File: config.mk
export PLATFORM = sky130hd
export DESIGN_NAME = fifo_tx_serializer
export DESIGN_NICKNAME = d
export VERILOG_FILES = /design/src/rtl/fifo_tx_serializer.sv
export SDC_FILE = /design/constraint.sdc
export NUM_CORES = 1
export LEC_CHECK = 0
export BUFFER_PORTS_ARGS = -buffer_cell sky130_fd_sc_hd__buf_2
export CAP_MARGIN = 20
export CORE_UTILIZATION = 50
export CTS_CLUSTER_SIZE = 8
export DETAILED_ROUTE_END_ITERATION = 12
export MAX_ROUTING_LAYER = met4
export PLACE_DENSITY = 0.8
export SYNTH_ARGS = -nofsm -noshare
export SYNTH_HDL_FRONTEND = slang
export SYNTH_SLANG_ARGS = --single-unit
File: constraint.sdc
create_clock -name clock -period 5.06 [get_ports clock]
set_input_delay 0.506 -clock clock [delete_from_list [all_inputs] [get_ports clock]]
set_output_delay 0.506 -clock clock [all_outputs]
set_load 0.03 [all_outputs]
File: src/rtl/fifo_tx_serializer.sv
// fifo_tx_serializer: drains a registered-output FIFO one byte at a time into
// asynchronous serial frames (start, 8 data LSB first, stop) and counts frames.
module fifo_tx_serializer #(
  parameter int DIV   = 4,
  parameter int WIDTH = 8
) (
  input  logic             clock,
  input  logic             reset_n,
  input  logic             clear_n,
  input  logic             enable,
  input  logic             f_empty_n,
  input  logic [WIDTH-1:0] fifo_data,
  output logic             read,
  output logic             tx,
  output logic             busy,
  output logic [7:0]       sent_cnt
);
  typedef enum logic [2:0] {IDLE, REQ, LOAD, START, DATA, STOP} state_t;
  state_t state, state_nxt;
  logic [7:0] div_cnt;
  logic [2:0] bit_idx;
  logic [WIDTH-1:0] shreg;
  logic last, go;
  assign last = div_cnt == 8'(DIV - 1);
  assign go   = enable && f_empty_n;
  always_comb begin
    state_nxt = state;
    case (state)
      IDLE:    state_nxt = go ? REQ : IDLE;
      REQ:     state_nxt = LOAD;
      LOAD:    state_nxt = START;
      START:   state_nxt = last ? DATA : START;
      DATA:    state_nxt = (last && bit_idx == 3'(WIDTH - 1)) ? STOP : DATA;
      STOP:    state_nxt = last ? (go ? REQ : IDLE) : STOP;
      default: state_nxt = IDLE;
    endcase
    if (!clear_n) state_nxt = IDLE;
  end
  // Read is gated by clear so a clear landing on REQ never pops the FIFO.
  assign read = state == REQ && clear_n;
  assign busy = state != IDLE;
  assign tx   = state == START ? 1'b0 : state == DATA ? shreg[bit_idx] : 1'b1;
  always_ff @(posedge clock or negedge reset_n) begin
    if (!reset_n) begin
      state    <= IDLE;
      div_cnt  <= '0;
      bit_idx  <= '0;
      shreg    <= '0;
      sent_cnt <= '0;
    end else if (!clear_n) begin
      state    <= IDLE;
      div_cnt  <= '0;
      bit_idx  <= '0;
      shreg    <= '0;
      sent_cnt <= '0;
    end else begin
      state   <= state_nxt;
      div_cnt <= (state_nxt != state || last) ? '0 : div_cnt + 8'd1;
      bit_idx <= state_nxt != state ? '0 : (state == DATA && last) ? bit_idx + 3'd1 : bit_idx;
      if (state == LOAD) shreg <= fifo_data;
      if (state == STOP && last) sent_cnt <= sent_cnt + 8'd1;
    end
  end
endmodule

==> parameters.txt <==
Parameter                              Value

Setup path
  Setup CP Type    flop to output port
  Critical Path RT    4.55 ns
  Data arrival time of the critical path    ~1.7 ns
  Endpoint type of the worst setup path    output port
  Startpoint Class    flop
  Peak fanout along the critical path    4

Pwr
  Clock share of power    0.299
  Switching power as a share of total power    0.274
  Peak VDD IR    between 0.0001 and 0.00015 V
  Net switching power of the design    between 0.0001 and 0.00015 W
  Combinational Power Share    0.117
  Relative contribution of sequential cells to total power    0.584
  PwrDens    around 240 nW/um2
  Cell-internal power    roughly 0.00032 W
  Leakage power summed over all cells    a little under 0.9 nW

Floorplanning
  Number of placement rows    20
  Die H    59.5 um
  Std-Cell Core Area    between 3000 and 4000 um2
  Effective utilization at floorplan    0.533
  Die W    59.5 um
  Floorplan die area    roughly 3500 um2
  Number of top-level pins    24

Run status
  Run status    finished, final reports clean

Logic synthesis
  Cell area after synthesis    1660 um2
  Share of the synthesized area in the top cell type    0.454
  Post-Synthesis Mean Instance Area    about 11 um2
  Cell types with the largest area share after synthesis    dfrtp_1 (45%), mux2i_1 (7.9%), xor2_1 (4.2%)
  Yosys warning total    0
  EDFF count, synth    0
  Sequential fraction of the synthesis area    0.454
  Synthesized netlist net count    170
  Count of different cell masters after synthesis    37
  Fraction of registers with async set or reset after synthesis    1.00
  Primary FF master, synth    dfrtp_1
  Cell taking the most area after synthesis    dfrtp_1
  #FFs+latches synth    30
  Instance count of the mapped netlist    about 150

Timing
  Max-slew headroom at the worst pin    0.434
  Accumulated negative setup slack    0 ns
  Worst Hold Margin    roughly 0.21 ns
  Clock skew    between 0.01 and 0.015 ns
  Setup repair after global routing missed its margin    no
  Min Tclk post-route    between 2 and 2.5 ns
  Maximum frequency from static timing analysis    449 MHz
  Endpoints failing setup    0
  Total count of hold-check failures in the final report    0
  Period utilisation layout    0.440
  Actual transition at the worst max-transition pin    between 0.8 and 0.9 ns
  Final-report max-slew violation count    0

Drt
  Routed Wire Length    approximately 3100 um
  Count of vias placed by the detailed router    around 1300
  First-pass detailed-route iteration total    4
  Vias per cell    roughly 5.8
  Routed length per instance    roughly 14 um
  Iteration-0 DRC count of the detailed router    42
  Count of antenna-violating nets left after detailed routing    0
  Total DRC errors in the routed layout    0

CTS
  Maximum clock path buffer count    2
  Clock-pin slew of the registers on the worst-case setup and hold paths    0.10 ns
  TritonCTS clock tree    done
  Root Driver    clkbuf_4
  Quantity of gates resized following cts    0
  CTS H-Tree Depth    2
  Post-CTS Hold Buffers    0
  Clock tree sinks    30
  Number of post-CTS setup repair buffers    0
  TritonCTS buffer count    5
  Worst-Skew Late Latency    roughly 0.33 ns

Cells and area
  FILL cells    280
  Layout-stage area growth over the synthesis result    11.4%
  Most common library cell in the layout ignoring fill and taps    dfrtp_1
  Area occupied by multi-input gates    ~870 um2
  Antenna fix cells    0
  Layout Nets    193
  Total area of sequential cells    ~750 um2
  Ratio of cells with drive above 1 in the final layout    0.227
  Commonest cells after routing, fill and taps aside    dfrtp_1 (30), buf_2 (23), nor2_1 (18)

Global route
  Aggregate global routing overflow    0
  Antenna violations before repair    0
  First-pass GRT wire length    about 5700 um
  Combined global-route utilization of all metal layers    0.224
  Maximum number of pins on one net before global-route repair    31
  Number of global-route vias before repair    roughly 1300

Placed design
  Routability-driven placement congestion ratio    0.858
  Number of input and output port buffers inserted    23
  HPWL after detailed placement    ~2300 um

Worst hold path
  Worst min path class    primary input to asynchronous set/reset pin

Run
  Max capacitance violation total    0
==> layer usage <==
layer / GRT usage / vias to the layer above / part of all wire
met3: 0.0590 / 9 / 0.030
met1: 0.267 / 638 / 0.46
met4: 0.110 / 0 / 0.020
met5: - / - / 0
met2: 0.353 / 24 / 0.49
li1: - / 607 / -
==> per-stage QoR <==
stage	total power (W)	setup slack, ns	std cells	cell area (um2)	util
2_1_floorplan	0.000292	2.86	153	1660	-
3_3_place_gp	0.000307	3.04	213	1800	0.579
3_5_place_dp	0.000310	2.89	213	1800	0.579
4_1_cts	0.000441	2.80	220	1840	0.594
5_1_grt	0.000457	2.69	220	1840	0.594
6_report	0.000434	2.83	220	1840	0.594
==> kinds of logic after synthesis <==
kind of cell,share of synthesized area
flops,0.454
xor+xnor,0.0635
fa+ha+maj,0.0302
mux,0.106
buf+inv,0.0219
compound gates,0.0952
simple gates,0.230
==> Yosys cell counts (4+ instances only) <==
cell type,number
nor2_1,18
clkbuf_1,5
a211oi_1,7
ha_1,4
or3_1,4
mux2i_1,13
nand4_1,5
xnor2_1,4
dfrtp_1,30
nand2_1,6
a21oi_1,8
nand3_1,6
nor2b_1,4
xor2_1,8
==> area by class of cell <==
cell class,instances,share of cell area
timing repair buffer,23,0.0624
inverter,2,0.00407
multi-input combinational,114,0.471
clock buffer,5,0.0204
tap,44,0.0299
sequential,30,0.407
clock inverter,2,0.00543
==> path summary, 6_finish.rpt <==
check	from	slack (ns)	depth (start not counted)	endpoint
max in group asynchronous	reset_n	4.42	1	state[2]
max reg2reg	state[1]	2.91	4	shreg[5]
min in group clock	fifo_data[3]	0.43	3	shreg[3]
min reg2reg	div_cnt[0]	0.47	1	div_cnt[0]
min	reset_n	0.21	1	div_cnt[6]
max	bit_idx[0]	2.83	4	tx
==> state kept, by name, indices dropped and copies added (netlist names) <==
signal,count
bit_idx,3
div_cnt,8
sent_cnt,8
shreg,8
state,3
==> power by group through the flow <==
stage / combinational (W) / sequential, W / clock, W
global placement: 0.0000492 / 0.000258 / 0
floorplan: 0.0000379 / 0.000254 / 0
global route: 0.0000564 / 0.000255 / 0.000146
CTS: 0.0000513 / 0.000254 / 0.000136
detailed placement: 0.0000513 / 0.000259 / 0
finish: 0.0000507 / 0.000254 / 0.000130
==> worst max-delay path: stages, from the launching register on <==
cell and delay (ns):
dfrtp_1 0.46, mux4_2 0.52, mux2i_1 0.14, a22oi_1 0.08, buf_2 0.20
Power figures use the tool's default switching activity.
